[src/rtl/hamming_encoder_tx.sv]
// (15,11) Hamming transmit encoder: accepts 11-bit words over valid/ready, builds the
// codeword (parity at indices 0,1,3,7), optionally flips one bit, then streams it serially.
module hamming_encoder_tx #(
    parameter bit MSB_FIRST = 1'b0,
    parameter int COUNT_W   = 16
) (
    input  logic               CLK,
    input  logic               RST,
    input  logic               ENC_IN_VALID,
    output logic               ENC_IN_READY,
    input  logic [10:0]        ENC_INPUT,
    input  logic               ERR_INJ_EN,
    input  logic [3:0]         ERR_POS,
    output logic [14:0]        ENC_CODEWORD,
    output logic               SER_OUT,
    output logic               SER_VALID,
    input  logic               SER_READY,
    output logic               SER_FIRST,
    output logic               SER_LAST,
    output logic               ENC_BUSY,
    output logic [COUNT_W-1:0] WORD_COUNT
);

    typedef enum logic {ST_IDLE, ST_SHIFT} state_t;

    // Data bits occupy every codeword index whose 1-based position is not a power of two.
    localparam int          DATA_POS [11] = '{2, 4, 5, 6, 8, 9, 10, 11, 12, 13, 14};
    localparam int          PAR_POS  [4]  = '{0, 1, 3, 7};
    localparam logic [14:0] PAR_MASK [4]  = '{15'h5555, 15'h6666, 15'h7878, 15'h7F80};

    state_t               state_q;
    logic [3:0]           idx_q;
    logic [14:0]          shift_q;
    logic [14:0]          codeword_q;
    logic [COUNT_W-1:0]   count_q;
    logic [COUNT_W-1:0]   count_d;

    logic [14:0]          data_cw;
    logic [3:0]           par_bits;
    logic [14:0]          full_cw;
    logic [14:0]          flip_mask;
    logic [14:0]          inj_cw;
    logic [14:0]          ordered;
    logic                 busy;
    logic                 last_handshake;
    logic                 accept;

    genvar gi;

    generate
        for (gi = 0; gi < 11; gi++) begin : g_data
            assign data_cw[DATA_POS[gi]] = ENC_INPUT[gi];
        end
        for (gi = 0; gi < 4; gi++) begin : g_par
            assign data_cw[PAR_POS[gi]] = 1'b0;
            assign par_bits[gi]         = ^(data_cw & PAR_MASK[gi]);
        end
    endgenerate

    always_comb begin
        full_cw = data_cw;
        for (int k = 0; k < 4; k++) begin
            full_cw[PAR_POS[k]] = par_bits[k];
        end
    end

    // ERR_POS of 15 falls outside the codeword and therefore never flips anything.
    assign flip_mask = (ERR_INJ_EN && (ERR_POS != 4'd15)) ? (15'd1 << ERR_POS) : 15'd0;
    assign inj_cw    = full_cw ^ flip_mask;

    generate
        for (gi = 0; gi < 15; gi++) begin : g_order
            assign ordered[gi] = MSB_FIRST ? shift_q[14 - gi] : shift_q[gi];
        end
    endgenerate

    assign busy           = (state_q == ST_SHIFT);
    assign last_handshake = busy && (idx_q == 4'd14) && SER_READY;
    assign ENC_IN_READY   = !RST && ((state_q == ST_IDLE) || last_handshake);
    assign accept         = ENC_IN_VALID && ENC_IN_READY;
    assign count_d        = count_q + 1'b1;

    always_ff @(posedge CLK) begin
        if (RST) begin
            state_q    <= ST_IDLE;
            idx_q      <= 4'd0;
            shift_q    <= 15'd0;
            codeword_q <= 15'd0;
            count_q    <= '0;
        end else if (accept) begin
            state_q    <= ST_SHIFT;
            idx_q      <= 4'd0;
            shift_q    <= inj_cw;
            codeword_q <= inj_cw;
            count_q    <= count_d;
        end else if (busy && SER_READY) begin
            if (idx_q == 4'd14) begin
                state_q <= ST_IDLE;
                idx_q   <= 4'd0;
            end else begin
                idx_q <= idx_q + 4'd1;
            end
        end
    end

    assign ENC_CODEWORD = codeword_q;
    assign WORD_COUNT   = count_q;
    assign ENC_BUSY     = busy;
    assign SER_VALID    = busy;
    assign SER_OUT      = busy && ordered[idx_q];
    assign SER_FIRST    = busy && (idx_q == 4'd0);
    assign SER_LAST     = busy && (idx_q == 4'd14);

endmodule

[config.mk]
export PLATFORM = sky130hd
export DESIGN_NAME = hamming_encoder_tx
export DESIGN_NICKNAME = d
export VERILOG_FILES = /design/src/rtl/hamming_encoder_tx.sv
export SDC_FILE = /design/constraint.sdc
export NUM_CORES = 1
export LEC_CHECK = 0
export CAP_MARGIN = 20
export CORE_MARGIN = 2
export CORE_UTILIZATION = 49
export DETAILED_ROUTE_END_ITERATION = 8
export GPL_TIMING_DRIVEN = 0
export PLACE_DENSITY = 0.81
export SYNTH_ARGS = -nofsm -noshare
export SYNTH_HDL_FRONTEND = slang
export SYNTH_SLANG_ARGS = --single-unit
[constraint.sdc]
create_clock -name CLK -period 2.02 [get_ports CLK]
set_input_delay 0.202 -clock CLK [delete_from_list [all_inputs] [get_ports CLK]]
set_output_delay 0.202 -clock CLK [all_outputs]
set_load 0.02 [all_outputs]
==> flow_summary.toml, run 1 <==
[clock_tree]
clock_latency_ns = 0.30
clk_pin_slew_ns = 0.08
htreeDepth = 2
holdBufCountCts = 0
root_buffer = "clkbuf_8"
clk_path_buf_depth = 2
clock-sinks = 36
cts_tree = "built"
cts_made_buffers = 5

[grt]
grt_max_degree = 12
antenna_found_initial = 0
grt_pass1_wl_um = 9190
grt-ovfl-total = 0
grt_pass1_vias = 1962
globalRouteTotalUtil = 0.228

[die]
rows = 24
initial_core_util = 0.502
die_h_um = 70.3
coreArea_sq_um = 4290
die_w_um = 70.3
die-area_sq_um = 4950
pin_count = 57

[timing]
hold_viol_final = 0
rsz0062_at_grt = "true"
setup_tns_ns = -0.137
finalCriticalPeriod_ns = 2.16
tightestPinTransition_ns = 0.455
setup_ws_ns = -0.137
relSlewSlack = 0.697
fin_crit_sh = 1.07
holdWs_ns = 0.304
slew_violations = 0
setup_violations = 1
clock_skew_ns = 0.0144
fmax_mhz = 464

[route]
dr.pass1.iters = 4
wl_per_cell_um = 14.8
wl_um = 5260
drt-initial-drc-count = 126
via_per_inst = 5.71
via_count = 2033
ant_nets = 0
route.detailed.drc = 0

[cells_and_area]
design_area_sq_um = 2880
final_cell_mix = "48 x clkdlybuf4s50_1, 33 x dfxtp_1, 23 x nor2_1, 20 x xnor2_1, 17 x a21oi_1"
final_layout_size_suffix_gt1_frac = 0.118
nFillCells = 367
seqCellArea_sq_um = 727
syn2layout_area_growth_pct = 33.4
antenna_cells = 0
fin_util = 0.670
final_nets = 324
stdcell_count = 356
multiInputGateArea_sq_um = 1350
layout_commonest_cell = "clkdlybuf4s50_1"

[synthesis]
synthFlopType = "dfxtp_1"
synth_seq_cells = 36
async_flop_share = 0
synth_edf_count = 0
synth_cell_types = 39
ys_warn_count = 0
syn-num-nets = 264
synthCells = 243
syn-cell-area_sq_um = 2160
seq_area_frac_synth = 0.334
avgSynthCellArea_sq_um = 8.87

[min_path]
hold_path_class = "primary input to flip-flop"

[setup_path]
path_class = "flip-flop to primary output"
worstSetupStartpointType = "flip-flop"
end_kind = "primary output"
max_stage_delay_ns = 0.50
worstPathMaxFanout = 6
cp_cell_sequence = "mux4_2 -> mux4_2 -> and2_4 -> buf_6"
required_ns = 1.82
arrival_ns = 1.95
crit_slowest_cell = "mux4_2"
path_common_cell = "mux4_2"

[placement]
dpl.hpwl_um = 3990
gp_congestion = 0.878
portBuffers = 53
dp.cells = 348
postPlaceCellArea_sq_um = 2750
place_ws_ns = -0.518

[outcome]
status = "finished, violations left"
failed_checks = "setup timing"

[pwr]
peakVddDrop_uv = 304
pwr_density_cell_nw_per_um2 = 605
fin_total_pwr_mw = 1.74
power.leakage_nw = 1.01

[job]
cap_viol_max_count = 0
==> report_power, final <==
part	switching [mW]	internal [mW]	total [mW]
clock	0.258	0.272	0.530
sequential	0.0331	0.742	0.776
combinational	0.197	0.237	0.434
==> flip-flops by register name, summed over array words and instances, names as in the netlist <==
| signal | cells |
|---|---|
| ENC_BUSY | 1 |
| idx_q | 4 |
| WORD_COUNT | 16 |
| ENC_CODEWORD | 15 |
==> cells by family (layout without fill, tap and decap cells) <==
group,after synthesis,count (layout),share of synthesized area
DFF,36,36,0.334
adders and majority gates,1,1,0.00580
xor gates and xnor gates,27,27,0.154
buffers and inverters,24,85,0.0470
and+or+nand+nor,96,96,0.259
AOI/OAI and AO/OA,53,53,0.148
muxes,6,6,0.0511
==> final cells by class <==
class,instances,share of cell area
Buffer,16,0.0274
Tap cell,52,0.0226
Sequential cell,36,0.253
Timing Repair Buffer,54,0.188
Multi-Input combinational cell,183,0.468
Clock buffer,6,0.0287
Clock inverter,2,0.00348
Inverter,7,0.00914
==> routing by layer <==
metal / vias to the layer above / global-route usage / wire [um] / share of wire
li1: 1000 / - / - / -
met1: 958 / 0.314 / 2380 / 0.45
met2: 66 / 0.362 / 2500 / 0.48
met3: 9 / 0.0361 / 283 / 0.054
met4: 0 / 0.0833 / 93 / 0.018
met5: - / 0 / 0 / 0
==> cells in the mapped netlist (2+ instances only) <==
| cell | n | area share |
|---|---|---|
| mux4_2 | 4 | 0.042 |
| nor3_1 | 6 | 0.014 |
| dfxtp_1 | 36 | 0.33 |
| or3_1 | 4 | 0.012 |
| xnor2_1 | 20 | 0.081 |
| inv_1 | 7 | 0.012 |
| o31ai_1 | 9 | 0.031 |
| o21ai_0 | 13 | 0.030 |
| and3_1 | 3 | 0.0087 |
| a211oi_1 | 6 | 0.021 |
| or4_1 | 9 | 0.031 |
| nand2_1 | 11 | 0.019 |
| nor3b_1 | 5 | 0.017 |
| nand2b_1 | 4 | 0.012 |
| clkbuf_1 | 10 | 0.017 |
| a21o_1 | 3 | 0.010 |
| nand3b_1 | 10 | 0.035 |
| nand3_1 | 9 | 0.021 |
| xnor3_1 | 7 | 0.073 |
| nand4b_1 | 2 | 0.0081 |
| a21oi_1 | 18 | 0.042 |
| or4_4 | 2 | 0.010 |
| mux2i_1 | 2 | 0.0093 |
| buf_2 | 6 | 0.014 |
| nor2_1 | 23 | 0.040 |
==> what timing repair did <==
action                     4_1_cts  5_1_grt
pin swaps                        1        0
buffers inserted                 1        0
gates resized for setup         13       13
setup endpoints to repair       17       21
==> path summary, 6_finish.rpt <==
path               endpoint  slack, ns            from  cells past startpoint
max                 SER_OUT      -0.14        idx_q[0]                      4
min                ENC_BUSY       0.30    ENC_IN_VALID                      3
max reg2reg  WORD_COUNT[14]       0.12   WORD_COUNT[0]                      5
min reg2reg  WORD_COUNT[15]       0.48  WORD_COUNT[15]                      1
==> critical path: cells and delay by family (launching register included) <==
kind          cells  cell delay (ns)
simple gates      1             0.17
mux               2             0.98
flops             1             0.40
buf+inv           1             0.12
(Power assumes the default switching activity.)
==> run 2: changes to the inputs <==
==> constraint.sdc (replaced) <==
create_clock -name CLK -period 2.02 [get_ports CLK]
set_input_delay 0.202 -clock CLK [delete_from_list [all_inputs] [get_ports CLK]]
set_output_delay 0.202 -clock CLK [all_outputs]
set_load 0.05 [all_outputs]
==> run 2 against run 1 <==
  * The run still ends with setup timing left
  * Sequential power hardly changed
  * Critical path type unchanged
  * Worst setup slack worse by 0.024 ns
  * Critical endpoint unchanged
  * Combinational power is 19% higher
==> flow_summary.toml, run 2 (synthesis results as in run 1) <==
[grt]
grt-ovfl-total = 0
grt_pass1_wl_um = 8990
grt_max_degree = 11
grt_pass1_vias = 1917
antenna_found_initial = 0
globalRouteTotalUtil = 0.228

[route]
wl_per_cell_um = 14.5
via_per_inst = 5.51
ant_nets = 0
dr.pass1.iters = 4
drt-initial-drc-count = 109
wl_um = 5180
via_count = 1967
route.detailed.drc = 0

[timing]
fin_crit_sh = 1.08
slew_violations = 0
fmax_mhz = 458
finalCriticalPeriod_ns = 2.18
relSlewSlack = 0.663
setup_violations = 1
setup_ws_ns = -0.161
rsz0062_at_grt = "true"
clock_skew_ns = 0.00575
setup_tns_ns = -0.161
hold_viol_final = 0
tightestPinTransition_ns = 0.504

[clock_tree]
clock_latency_ns = 0.29
holdBufCountCts = 0
cts_tree = "built"
htreeDepth = 2
clk_pin_slew_ns = 0.07
clock-sinks = 36
cts_made_buffers = 5
clk_path_buf_depth = 2
root_buffer = "clkbuf_8"

[cells_and_area]
largest_reg_flops = 16
antenna_cells = 0
syn2layout_area_growth_pct = 34.5
fin_util = 0.675
layout_commonest_cell = "clkdlybuf4s50_1"
final_nets = 325
final_cell_mix = "48 x clkdlybuf4s50_1, 29 x dfxtp_1, 23 x nor2_1, 20 x xnor2_1, 17 x a21oi_1"
final_layout_size_suffix_gt1_frac = 0.134
seqCellArea_sq_um = 732
nFillCells = 366
multiInputGateArea_sq_um = 1350
design_area_sq_um = 2900

[min_path]
hold_path_class = "primary input to flip-flop"
holdPathStages = 3
min_to = "WORD_COUNT[15]"
worst_hold_startpoint = "RST"

[setup_path]
worstSetupStartpointType = "flip-flop"
rrSetupSlack_ns = 0.09
rr_worst_depth = 5
end_kind = "primary output"
reg2reg_from = "WORD_COUNT[0]"
worstPathMaxFanout = 5
required_ns = 1.82
cp_cell_sequence = "mux4_2 -> mux4_2 -> and2_4 -> buf_8"
cp_num_buf_inv = 1
path_class = "flip-flop to primary output"
crit_slowest_cell = "mux4_2"
max_stage_delay_ns = 0.52
arrival_ns = 1.98
rr_endpoint = "WORD_COUNT[14]"
cp_top_family = "multiplexers"
path_common_cell = "mux4_2"

[placement]
postPlaceCellArea_sq_um = 2770
portBuffers = 53
dpl.hpwl_um = 3900
gp_congestion = 0.911
place_ws_ns = -0.726

[pwr]
peakVddDrop_uv = 302
fin_total_pwr_mw = 1.82
pwr_density_cell_nw_per_um2 = 627
power.leakage_nw = 1.01

[die]
rows = 24
die-area_sq_um = 4950
pin_count = 57
die_w_um = 70.3
die_h_um = 70.3
initial_core_util = 0.502
coreArea_sq_um = 4290

[outcome]
failed_checks = "setup timing"
status = "finished, violations left"

[job]
cap_viol_max_count = 0
==> run 2: metal layers <==
metal / part of all wire / global-route usage / vias up
met5: 0 / 0 / -
met4: 0.011 / 0.107 / 0
met3: 0.045 / 0.0418 / 4
met2: 0.47 / 0.350 / 53
met1: 0.47 / 0.311 / 909
li1: - / - / 1001
==> run 2: repair_timing <==
item | 4_1_cts | 5_1_grt
gates resized for setup | 21 | 13
gates cloned | 0 | 0
setup buffers | 1 | 1
pin swaps | 0 | 1
setup endpoints to repair | 17 | 9
hold endpoints to repair | 0 | 0
==> run 2: area by class of cell <==
cell class,count,share of cell area
multi-input combinational,183,0.467
sequential,36,0.252
timing repair buffer,55,0.189
clock buffer,8,0.0311
buffer,16,0.0293
tap,52,0.0224
inverter,7,0.00906
==> run 2: worst max-delay path by stage <==
| stage | slack, ns | start | to | depth (start not counted) |
|---|---|---|---|---|
| 2_1_floorplan | 0.006 | WORD_COUNT[4] | WORD_COUNT[13] | 4 |
| 3_3_place_gp | -0.72 | idx_q[0] | SER_OUT | 5 |
| 3_5_place_dp | -0.73 | idx_q[0] | SER_OUT | 5 |
| 4_1_cts | -0.18 | idx_q[0] | SER_OUT | 4 |
| 5_1_grt | -0.22 | idx_q[0] | SER_OUT | 4 |
| 6_report | -0.16 | idx_q[0] | SER_OUT | 4 |
==> run 2: power breakdown <==
part | internal, mW | total (mW) | switching [mW] | leakage (nW)
Sequential | 0.742 | 0.775 | 0.0325 | 0.297
Clock | 0.278 | 0.527 | 0.249 | 0.0455
Combinational | 0.239 | 0.517 | 0.278 | 0.666
Total | 1.26 | 1.82 | 0.559 | 1.01
==> run 2: stage by stage <==
step                      cells  hold slack, ns
after global routing        357           0.485
after CTS                   356           0.417
after detailed placement    348           0.460
final                       357           0.428
after floorplan             243           0.323
after global placement      348           0.454
==> run 2: worst min-delay path: stages <==
cell	delay (ns)
clkbuf_1	0.18
nand2b_1	0.19
mux2i_1	0.11
==> run 3: changes to the inputs <==
Settings changed: CORE_UTILIZATION 49 to 48, MAX_ROUTING_LAYER set to met4, PLACE_DENSITY 0.81 to 0.79.
==> run 3 against run 2 <==
  * The run still ends with setup timing left
  * Sequential power about the same
  * Sequential cell count stayed put
  * Fmax decreased by 0.17%
  * Die area is 2.0% higher
  * Sequential share of layout area is 0.055 points higher
  * Via count rose by 5.1%
  * Power grew 0.22%
  * Critical endpoint unchanged
  * Largest cell class unchanged
==> flow_summary.toml, run 3 (synthesis results as in run 1) <==
[cells_and_area]
antenna_cells = 0
design_area_sq_um = 2890
final_cell_mix = "49 x clkdlybuf4s50_1, 29 x dfxtp_1, 22 x nor2_1, 20 x xnor2_1, 18 x a21oi_1"
largest_reg_flops = 16
layout_commonest_cell = "clkdlybuf4s50_1"
final_nets = 324
final_layout_size_suffix_gt1_frac = 0.135
syn2layout_area_growth_pct = 34.2
stdcell_count = 356

[die]
die_h_um = 71.0
rows = 24
initial_core_util = 0.495
pin_count = 57
die-area_sq_um = 5040
coreArea_sq_um = 4350
die_w_um = 71.0

[route]
dr.pass1.iters = 4
via_count = 2067
wl_um = 5370
drt-initial-drc-count = 136
ant_nets = 0
route.detailed.drc = 0
wl_per_cell_um = 15.1
via_per_inst = 5.81

[clock_tree]
clock-sinks = 36
root_buffer = "clkbuf_8"
clk_pin_slew_ns = 0.07
holdBufCountCts = 0
cts_made_buffers = 5
cts_tree = "built"
htreeDepth = 2
clock_latency_ns = 0.29
clk_path_buf_depth = 2

[timing]
tightestPinTransition_ns = 0.611
slew_violations = 0
fin_crit_sh = 1.08
relSlewSlack = 0.593
rsz0062_at_grt = "true"
hold_viol_final = 0
clock_skew_ns = 0.00912
setup_ws_ns = -0.165
setup_violations = 1
finalCriticalPeriod_ns = 2.18
setup_tns_ns = -0.165
fmax_mhz = 458

[setup_path]
crit_start = "idx_q[0]"
rr_worst_depth = 5
worstPathMaxFanout = 6
required_ns = 1.82
reg2reg_from = "WORD_COUNT[1]"
worstSetupStartpointType = "flip-flop"
end_kind = "primary output"
arrival_ns = 1.98
path_class = "flip-flop to primary output"

[placement]
postPlaceCellArea_sq_um = 2770
portBuffers = 53
place_ws_ns = -0.721
dpl.hpwl_um = 3950
dp.cells = 348
gp_congestion = 0.927

[grt]
grt_use_met2 = 0.345
globalRouteTotalUtil = 0.226
gr-usage-met1 = 0.298
grt-ovfl-total = 0
grt_max_degree = 11
grt.busiest_layer = "met2"
grt_pass1_wl_um = 8890
use_met3 = 0.0413
antenna_found_initial = 0
grt_pass1_vias = 1909

[min_path]
holdPathStages = 3
worst_hold_startpoint = "RST"
hold_path_class = "primary input to flip-flop"

[outcome]
failed_checks = "setup timing"
status = "finished, violations left"

[job]
cap_viol_max_count = 0

[pwr]
pwr_density_cell_nw_per_um2 = 630
power.leakage_nw = 0.987
peakVddDrop_uv = 271
[run 3: critical path, cell delays in order, from the launching register on]
cell	delay (ns)
dfxtp_4	0.40
mux4_2	0.51
mux4_2	0.47
and2_4	0.17
buf_8	0.14
[run 3: stage by stage]
stage                     power, mW  hold slack, ns   util
after floorplan                1.13           0.323      -
after global placement         1.30           0.460  0.635
after detailed placement       1.30           0.471  0.635
after CTS                      1.83           0.444  0.658
after global routing           1.90           0.501  0.664
final                          1.82           0.429  0.664
[run 3: final cells by class]
cell class / count / area (sq um)
repair buffers: 54 / 538
inverters: 7 / 26.3
flip-flops and latches: 36 / 732
fillers: 384 / 1460
well taps: 52 / 65.1
clock buffers: 8 / 90.1
multi-input cells: 183 / 1350
plain buffers: 16 / 87.6
[run 3: worst paths after layout]
kind / to / slack (ns)
worst min register to register: WORD_COUNT[15] / 0.48
worst max register to register: WORD_COUNT[14] / 0.11
worst max-delay path: SER_OUT / -0.16
worst min-delay path: WORD_COUNT[15] / 0.43
[run 3: timing repair]
item                                    in CTS  in global routing
setup buffers                                1                  0
gates resized for setup                     20                 14
endpoints found under the setup margin      17                  7
pin swaps                                    1                  0
[run 3: routing by layer]
metal  vias up  routed length [um]
met4         0                 131
met2        70                2510
met5         -                   0
li1       1001                   -
met1       984                2430
met3        12                 295
[run 3: power by group]
part | internal [mW] | switching (mW) | leakage, nW
clock | 0.278 | 0.250 | 0.0455
sequential | 0.742 | 0.0336 | 0.297
combinational | 0.239 | 0.279 | 0.645
